<file path="config.mk">
export PLATFORM = sky130hd
export DESIGN_NAME = visu_mon_grid
export DESIGN_NICKNAME = d
export VERILOG_FILES = /design/src/rtl/visu_mon_grid.sv
export SDC_FILE = /design/constraint.sdc
export NUM_CORES = 1
export LEC_CHECK = 0
export CAP_MARGIN = 10
export CORE_ASPECT_RATIO = 0.6
export CORE_MARGIN = 5
export CORE_UTILIZATION = 50
export CTS_CLUSTER_SIZE = 16
export DETAILED_ROUTE_END_ITERATION = 7
export PLACE_DENSITY = 0.66
export SKIP_CTS_REPAIR_TIMING = 1
export SLEW_MARGIN = 40
export SYNTH_ARGS = -nofsm -noshare
export SYNTH_HDL_FRONTEND = slang
export SYNTH_SLANG_ARGS = --single-unit
</file>
<file path="constraint.sdc">
create_clock -name i_clkVideo -period 7 [get_ports i_clkVideo]
set_clock_uncertainty 0.15 [all_clocks]
set_input_delay 2.1 -clock i_clkVideo [delete_from_list [all_inputs] [get_ports i_clkVideo]]
set_output_delay 2.1 -clock i_clkVideo [all_outputs]
set_load 0.02 [all_outputs]
</file>
<file path="src/rtl/visu_mon_grid.sv">
// Debug indicator grid monitor: holds NUM_LEDS (colour, mode) entries written through a
// falling-edge chip-select strobe and renders them as a grid of bordered tiles on a VGA
// raster. Entries can be off, on, or blink in either phase. Colours come from the C64
// palette. Also produces a summary LED and flags writes to an index that does not exist.
module visu_mon_grid #(
  parameter int unsigned NUM_LEDS     = 16,
  parameter int unsigned LED_W        = (NUM_LEDS > 1) ? $clog2(NUM_LEDS) : 1,
  parameter int unsigned COLS         = 8,
  parameter int unsigned TILE_PX      = 32,
  parameter int unsigned BORDER_PX    = 2,
  parameter int unsigned BLINK_FRAMES = 30,
  parameter int unsigned H_VIS        = 640,
  parameter int unsigned H_FP         = 16,
  parameter int unsigned H_SYNC       = 96,
  parameter int unsigned H_BP         = 48,
  parameter int unsigned V_VIS        = 480,
  parameter int unsigned V_FP         = 10,
  parameter int unsigned V_SYNC       = 2,
  parameter int unsigned V_BP         = 33
) (
  input  logic             i_clkVideo,
  input  logic             i_reset,
  input  logic             i_cs,
  input  logic [LED_W-1:0] i_ledNo,
  input  logic [3:0]       i_color,
  input  logic [1:0]       i_mode,
  output logic             o_hsync,
  output logic             o_vsync,
  output logic [3:0]       o_red,
  output logic [3:0]       o_green,
  output logic [3:0]       o_blue,
  output logic             o_led,
  output logic             o_wrErr
);

  localparam int unsigned H_TOTAL = H_VIS + H_FP + H_SYNC + H_BP;
  localparam int unsigned V_TOTAL = V_VIS + V_FP + V_SYNC + V_BP;
  localparam int unsigned HW      = $clog2(H_TOTAL);
  localparam int unsigned VW      = $clog2(V_TOTAL);
  localparam int unsigned TSH     = $clog2(TILE_PX);

  // C64 16-colour palette, 4 bits per channel
  function automatic logic [11:0] palette(input logic [3:0] c);
    logic [11:0] rgb;
    rgb = 12'h000;
    case (c)
      4'd0:  rgb = 12'h000;  // black
      4'd1:  rgb = 12'hFFF;  // white
      4'd2:  rgb = 12'h800;  // red
      4'd3:  rgb = 12'hAFE;  // cyan
      4'd4:  rgb = 12'hC4C;  // magenta
      4'd5:  rgb = 12'h0C5;  // green
      4'd6:  rgb = 12'h00A;  // blue
      4'd7:  rgb = 12'hEE7;  // yellow
      4'd8:  rgb = 12'hD85;  // orange
      4'd9:  rgb = 12'h640;  // brown
      4'd10: rgb = 12'hF77;  // light red
      4'd11: rgb = 12'h333;  // dark grey
      4'd12: rgb = 12'h777;  // grey
      4'd13: rgb = 12'hAF6;  // light green
      4'd14: rgb = 12'h08F;  // light blue
      4'd15: rgb = 12'hBBB;  // light grey
      default: rgb = 12'h000;
    endcase
    return rgb;
  endfunction

  logic [HW-1:0] hcnt_q;
  logic [VW-1:0] vcnt_q;
  logic [7:0]    fcnt_q;
  logic          phase_q;
  logic          cs_q;
  logic          wr, wr_in;
  logic          led_any;
  logic [3:0]    color_q [NUM_LEDS];
  logic [1:0]    mode_q  [NUM_LEDS];

  assign wr    = cs_q & ~i_cs;
  assign wr_in = 32'(i_ledNo) < NUM_LEDS;

  // Raster counters: hcnt wraps at line end and advances vcnt
  always_ff @(posedge i_clkVideo or negedge i_reset) begin
    if (!i_reset) begin
      hcnt_q <= '0;
      vcnt_q <= '0;
    end else if (hcnt_q == HW'(H_TOTAL - 1)) begin
      hcnt_q <= '0;
      vcnt_q <= (vcnt_q == VW'(V_TOTAL - 1)) ? '0 : vcnt_q + 1'b1;
    end else begin
      hcnt_q <= hcnt_q + 1'b1;
    end
  end

  // Blink timebase: counts frame starts, toggles phase every BLINK_FRAMES frames
  always_ff @(posedge i_clkVideo or negedge i_reset) begin
    if (!i_reset) begin
      fcnt_q  <= '0;
      phase_q <= 1'b0;
    end else if (hcnt_q == '0 && vcnt_q == '0) begin
      if (fcnt_q == 8'(BLINK_FRAMES - 1)) begin
        fcnt_q  <= '0;
        phase_q <= ~phase_q;
      end else begin
        fcnt_q <= fcnt_q + 1'b1;
      end
    end
  end

  // Strobe edge detect, error pulse and summary LED
  always_ff @(posedge i_clkVideo or negedge i_reset) begin
    if (!i_reset) begin
      cs_q    <= 1'b1;
      o_wrErr <= 1'b0;
      o_led   <= 1'b0;
    end else begin
      cs_q    <= i_cs;
      o_wrErr <= wr & ~wr_in;
      o_led   <= led_any;
    end
  end

  // Entry storage, written once per falling edge of the strobe
  always_ff @(posedge i_clkVideo or negedge i_reset) begin
    if (!i_reset) begin
      for (int i = 0; i < int'(NUM_LEDS); i++) begin
        color_q[i] <= '0;
        mode_q[i]  <= '0;
      end
    end else if (wr && wr_in) begin
      color_q[i_ledNo] <= i_color;
      mode_q[i_ledNo]  <= i_mode;
    end
  end

  // Any entry not off lights the summary LED
  always_comb begin
    led_any = 1'b0;
    for (int i = 0; i < int'(NUM_LEDS); i++) begin
      led_any = led_any | (mode_q[i] != 2'b00);
    end
  end

  // Stage 1 combinational: tile coordinates, index, border and visibility
  logic [HW-1:0]  col_c;
  logic [VW-1:0]  row_c;
  logic [TSH-1:0] ox_c, oy_c;
  logic [31:0]    idx_c;
  logic           vis_c, grid_c, border_c, hs_c, vs_c;

  always_comb begin
    col_c    = hcnt_q >> TSH;
    row_c    = vcnt_q >> TSH;
    ox_c     = hcnt_q[TSH-1:0];
    oy_c     = vcnt_q[TSH-1:0];
    idx_c    = 32'(row_c) * COLS + 32'(col_c);
    vis_c    = (32'(hcnt_q) < H_VIS) && (32'(vcnt_q) < V_VIS);
    grid_c   = (32'(col_c) < COLS) && (idx_c < NUM_LEDS);
    border_c = (32'(ox_c) < BORDER_PX) || (32'(ox_c) >= TILE_PX - BORDER_PX) ||
               (32'(oy_c) < BORDER_PX) || (32'(oy_c) >= TILE_PX - BORDER_PX);
    hs_c     = !((32'(hcnt_q) >= H_VIS + H_FP) && (32'(hcnt_q) < H_VIS + H_FP + H_SYNC));
    vs_c     = !((32'(vcnt_q) >= V_VIS + V_FP) && (32'(vcnt_q) < V_VIS + V_FP + V_SYNC));
  end

  logic             vis_q, grid_q, border_q, hs1_q, vs1_q;
  logic [LED_W-1:0] idx_q;

  // Stage 1 registers
  always_ff @(posedge i_clkVideo or negedge i_reset) begin
    if (!i_reset) begin
      vis_q    <= 1'b0;
      grid_q   <= 1'b0;
      border_q <= 1'b0;
      hs1_q    <= 1'b1;
      vs1_q    <= 1'b1;
      idx_q    <= '0;
    end else begin
      vis_q    <= vis_c;
      grid_q   <= grid_c;
      border_q <= border_c;
      hs1_q    <= hs_c;
      vs1_q    <= vs_c;
      idx_q    <= idx_c[LED_W-1:0];
    end
  end

  // Stage 2 combinational: entry read, lit decision and colour priority
  logic [3:0]  ent_color;
  logic [1:0]  ent_mode;
  logic        lit;
  logic [11:0] pix_c;

  always_comb begin
    ent_color = '0;
    ent_mode  = '0;
    // idx_q is only meaningful inside the grid
    if (grid_q) begin
      ent_color = color_q[idx_q];
      ent_mode  = mode_q[idx_q];
    end
    case (ent_mode)
      2'b01:   lit = 1'b1;
      2'b10:   lit = phase_q;
      2'b11:   lit = ~phase_q;
      default: lit = 1'b0;
    endcase
    if (!vis_q)        pix_c = 12'h000;
    else if (!grid_q)  pix_c = 12'h333;
    else if (border_q) pix_c = 12'h000;
    else if (lit)      pix_c = palette(ent_color);
    else               pix_c = 12'h111;
  end

  // Stage 2 registers: sync and colour leave together
  always_ff @(posedge i_clkVideo or negedge i_reset) begin
    if (!i_reset) begin
      o_hsync <= 1'b1;
      o_vsync <= 1'b1;
      o_red   <= '0;
      o_green <= '0;
      o_blue  <= '0;
    end else begin
      o_hsync <= hs1_q;
      o_vsync <= vs1_q;
      o_red   <= pix_c[11:8];
      o_green <= pix_c[7:4];
      o_blue  <= pix_c[3:0];
    end
  end

endmodule

</file>
# Yosys cells after proc, flatten, opt, wreduce, memory -nomap -nowiden
# Memory sizes are Yosys's and may differ from the RTL's.
# Cells that the tools add are included.
# Widths: inputs -> output; s select.
# word_totals
inputBits	13
register_bits	150
output_inout_bits	16
rom_bits	192
elab_cells	147
n_memories	1
# mem_list
name	words	word_bits	rd	rd_ports_with_merged_regs	write_ports	line	source
(no name shown)	16	12	1	0	0	46	case (c)
# op_classes
n_lt_le_gt_ge	15
n_eq_ne	6
n_reduce_logical	30
bitwise	20
n_addsub	4
muxes	22
# ops
cell	n
$bwmux 64	1
$mux 12	4
$bwmux 32	1
$reduce_bool 2->1	16
$add 10x1->10 const B	2
$eq 10x10->1 const B	2
$ge 5x5->1 const B	4
$logic_not 10->1	2
$lt 10x10->1 const B	2
$lt 10x9->1 const B	2
$mux 10	2
$bmux 4 s4	1
$demux 4 s4	1
$mux 4	4
$or 1x1->1	15
$ge 10x10->1 const B	1
$ge 10x9->1 const B	1
$lt 5x2->1 const B	2
$not 4->5	2
$add 8x5->9	1
$lt 9x5->1 const B	1
$add 8x1->8 const B	1
$bmux 2 s4	1
$demux 2 s4	1
other kinds (14)	27

# Logic depth before layout (Yosys ltp)
# depth
ltp_word	16
mapped_depth	11
ltp_nobuf	9

# Worst setup path before layout
# No wires, ideal clock.
# synth_path
path_type	input-to-reg
from	input i_cs
to	register color_q[12] in the netlist's numbering
slack_ns	3.375
arrival_time_ns	3.350
cell_stages	3
t_required_ns	6.725
setup_time_ns	0.125
path_buffers	0
cell_sequence	nand2b_1 nor4_1 mux2_2
# synth_via
elab_chain_cells	2
# synth_rtl
item	line	source
start, declared	23	input logic i_cs,
$not 1->1	78	assign wr = cs_q & ~i_cs;
$and 1x1->1	78	
end signal, assigned by index	130	color_q[i_ledNo] <= i_color;
end, declared	75	logic [3:0] color_q [NUM_LEDS];
# No other way between the ends.
# A chain may end at the register's enable or synchronous reset.

# Worst setup path in the final report
# layout_path
from	input i_cs
to	register color_q[57] in the netlist's numbering
# Same word-level chain as after synthesis.

==> results.md <==
* Layout cells sized above 1 at 0.261
* VDD IR max at 0.161 mV
* Pin count of the biggest net entering global routing at 103
* Mapped Cells at 584
* Remaining Overflow, GRT at 0
* Largest stage delay on the critical path at 450 ps
* First-pass GRT wire length at 26,700 um
* PD cells at 267 nW/um^2
* Req. time, crit path at 7150 ps
* Sw Share at 0.267
* Commonest non-fill, non-tap cells in the layout: dfrtp_1, mux2_2, nand2_1
* GP Congestion at 0.888
* Gr usage total at 0.194
* Comb power frac at 0.139
* Clk network pwr share at 0.399
* CP max FO at 6
* Slew of the pin with the lowest slew margin at 846 ps
* Yosys reg bits at 150
* Number of global-route vias before repair at 4,687
* Critical-path top delay cell: nand2_1
* Post-synth EDFFs at 0
* Boundary Pins at 29
* Critical Path Sink Type: flip-flop
* Vias per std cell at 5.86
* Die width at 168 um
* CTS root buf: clkbuf_16
* Synth unique cells at 62
* Initial antenna violation count at 0
* Htree depth at 4
* IO Port Bufs at 27
* Initial Utilization at 0.513
* Slew Limit Fails at 0
* Crit path cell chain: clkdlybuf4s50_1 -> nand2b_1 -> nor3b_1 -> nand2_1 -> mux2_2
* Die area at 17,500 um^2
* Total CTS buffers at 17
* Setup violations, final at 0
* DP HPWL at 10,800 um
* Number of diodes at 0
* Critical path arrival at 3990 ps
* Fmax at 260 MHz
* Core area at 14,500 um^2
* Slew HR at 0.436
* # clock sinks at 150
* Final period utilization at 0.550
* DRT Pass-1 Iters at 5
* Max clock buf depth at 2
* Die Y at 105 um
* Drt initial violations at 384
* Clk pin slew, worst setup/hold paths at 70 ps
* Synthesized Nets at 614
* Hold Violations, Final at 0
* Outcome: finished, final reports clean
* Worst setup SP type: primary input
* FFs w/ async S/R, synth at 1.00
* RSZ-0062 raised after global routing: no
* Net switching power at 0.000602 W
* Most common cell after layout, fill and taps aside: dfrtp_1
* Power share of the sequential group at 0.462
* Area grow syn2layout at 13.2%
* Worst skew pair latency at 410 ps
* WL final at 16,400 um
* Worst r2r dst: o_green[1]$_DFF_PN0_
* Min cycle time layout at 3850 ps
* Static leakage at 3.83 nW
* Post-place setup slack at 2580 ps
* Routed WL per cell at 20.2 um
* Cell depth of the worst flop-to-flop path at 9
* Synth warnings at 0
* Post-route setup TNS at 0 ps
* Hold wc startpoint: hs1_q$_DFF_PN1_
* Final worst slack at 3150 ps
* Nets at 635
* Crit Reg-Reg Startpoint: idx_q[0]$_DFF_PN0_
* Row count at 34
* R2R setup slack at 3600 ps
* Final Util at 0.580
* Cell Area, Synth at 7460 um^2
* Internal at 0.00165 W
* Number of max-cap violations at 0
* Worst hold-check path type: flip-flop to flip-flop
* Ys flop type: dfrtp_1
* CTS tree: built
* DR DRC count at 0
* Synthesized area per cell at 12.8 um^2
* Critical path class: primary input to flip-flop
* Post-DRT Antenna Nets at 0
* Via count at 4,780
* Hold Crit Endpoint: o_hsync$_DFF_PN1_
* Seq/Total Area, Yosys at 0.504
* Hold Crit Depth at 0
==> state kept, by name, summed over array words and instances, names as in the netlist, 4 cells and up <==
register  flops
vcnt_q       10
hcnt_q       10
o_blue        4
o_red         4
o_green       4
idx_q         4
color_q      64
mode_q       32
fcnt_q        8
==> layout make-up <==
cell class / count / area (um^2)
sequential: 150 / 3760
timing repair buffer: 32 / 333
clock buffer: 17 / 425
inverter: 11 / 41.3
clock inverter: 15 / 155
fill: 1140 / 6110
multi-input combinational: 393 / 3480
tap: 198 / 248
==> critical path, delay by kind of cell <==
family                 cells  cell delay (ps)
buffers and inverters      1              430
multiplexers               1              410
AND/OR/NAND/NOR            3             1050
==> kinds of logic after synthesis <==
family,synth area share
flip-flops,0.504
other,0.000503
AND/OR/NAND/NOR,0.111
AO/OA/AOI/OAI,0.0554
multiplexers,0.252
buffers and inverters,0.0329
adder cells (fa/ha/maj),0.0295
XOR/XNOR,0.0141
==> worst max path at each step <==
stage	from	end	slack (ps)	cells after the start
5_1_grt	i_cs	mode_q[4]$_DFFE_PN0P_	3020	5
3_5_place_dp	i_cs	color_q[34]$_DFFE_PN0P_	2580	5
6_report	i_cs	color_q[57]$_DFFE_PN0P_	3150	5
3_3_place_gp	i_cs	color_q[34]$_DFFE_PN0P_	2700	5
4_1_cts	i_cs	mode_q[16]$_DFFE_PN0P_	3030	5
2_1_floorplan	i_cs	color_q[12]$_DFFE_PN0P_	3380	3
==> stage by stage <==
step | hold slack, ps | cells | total power (W) | area [um^2]
global route | 214 | 816 | 0.00235 | 8440
detailed placement | 202 | 783 | 0.00136 | 7820
finish | 210 | 816 | 0.00225 | 8440
floorplan | 195 | 584 | 0.00126 | 7460
global placement | 195 | 783 | 0.00134 | 7800
CTS | 211 | 815 | 0.00226 | 8400
==> per-layer routing <==
layer  up-vias  wire [um]  global-route usage
met2        97       7290               0.282
li1       2207          -                   -
met5         -          0                   0
met4         0        176              0.0394
met1      2459       8250               0.301
met3        17        728              0.0430
==> power by group through the flow <==
stage               registers, W  clock network (W)  logic [W]
floorplan                0.00103                  0   0.000233
global placement         0.00105                  0   0.000293
detailed placement       0.00105                  0   0.000304
CTS                      0.00104           0.000915   0.000310
global route             0.00105           0.000952   0.000344
finish                   0.00104           0.000899   0.000312
==> cell usage after synthesis (3+ instances only) <==
cell type | instances | area (um^2)
nor2_1 | 19 | 71.3
buf_6 | 3 | 33.8
mux4_2 | 6 | 135
inv_1 | 11 | 41.3
nand3_1 | 12 | 60.1
nor4b_1 | 3 | 26.3
nor3_1 | 7 | 35.0
o21ai_0 | 20 | 100
and3_1 | 9 | 56.3
clkbuf_1 | 17 | 63.8
nor4_1 | 11 | 68.8
mux2i_1 | 26 | 260
o21a_1 | 3 | 22.5
mux2_2 | 97 | 1090
nand2b_1 | 10 | 62.6
nand3b_1 | 3 | 22.5
xnor2_1 | 6 | 52.6
a211oi_1 | 5 | 37.5
o41ai_1 | 3 | 26.3
dfrtp_1 | 145 | 3630
o31ai_1 | 3 | 22.5
a21oi_1 | 11 | 55.1
ha_1 | 16 | 200
clkbuf_8 | 3 | 41.3
nand2_1 | 42 | 158
nor2b_1 | 8 | 50.1
xor2_1 | 6 | 52.6
dfstp_2 | 5 | 131
nor3b_1 | 5 | 37.5
nand4_1 | 7 | 43.8
and2_1 | 3 | 18.8
a31oi_1 | 4 | 25.0
or2_2 | 3 | 18.8
mux4_1 | 14 | 368
(Power assumes the default switching activity.)
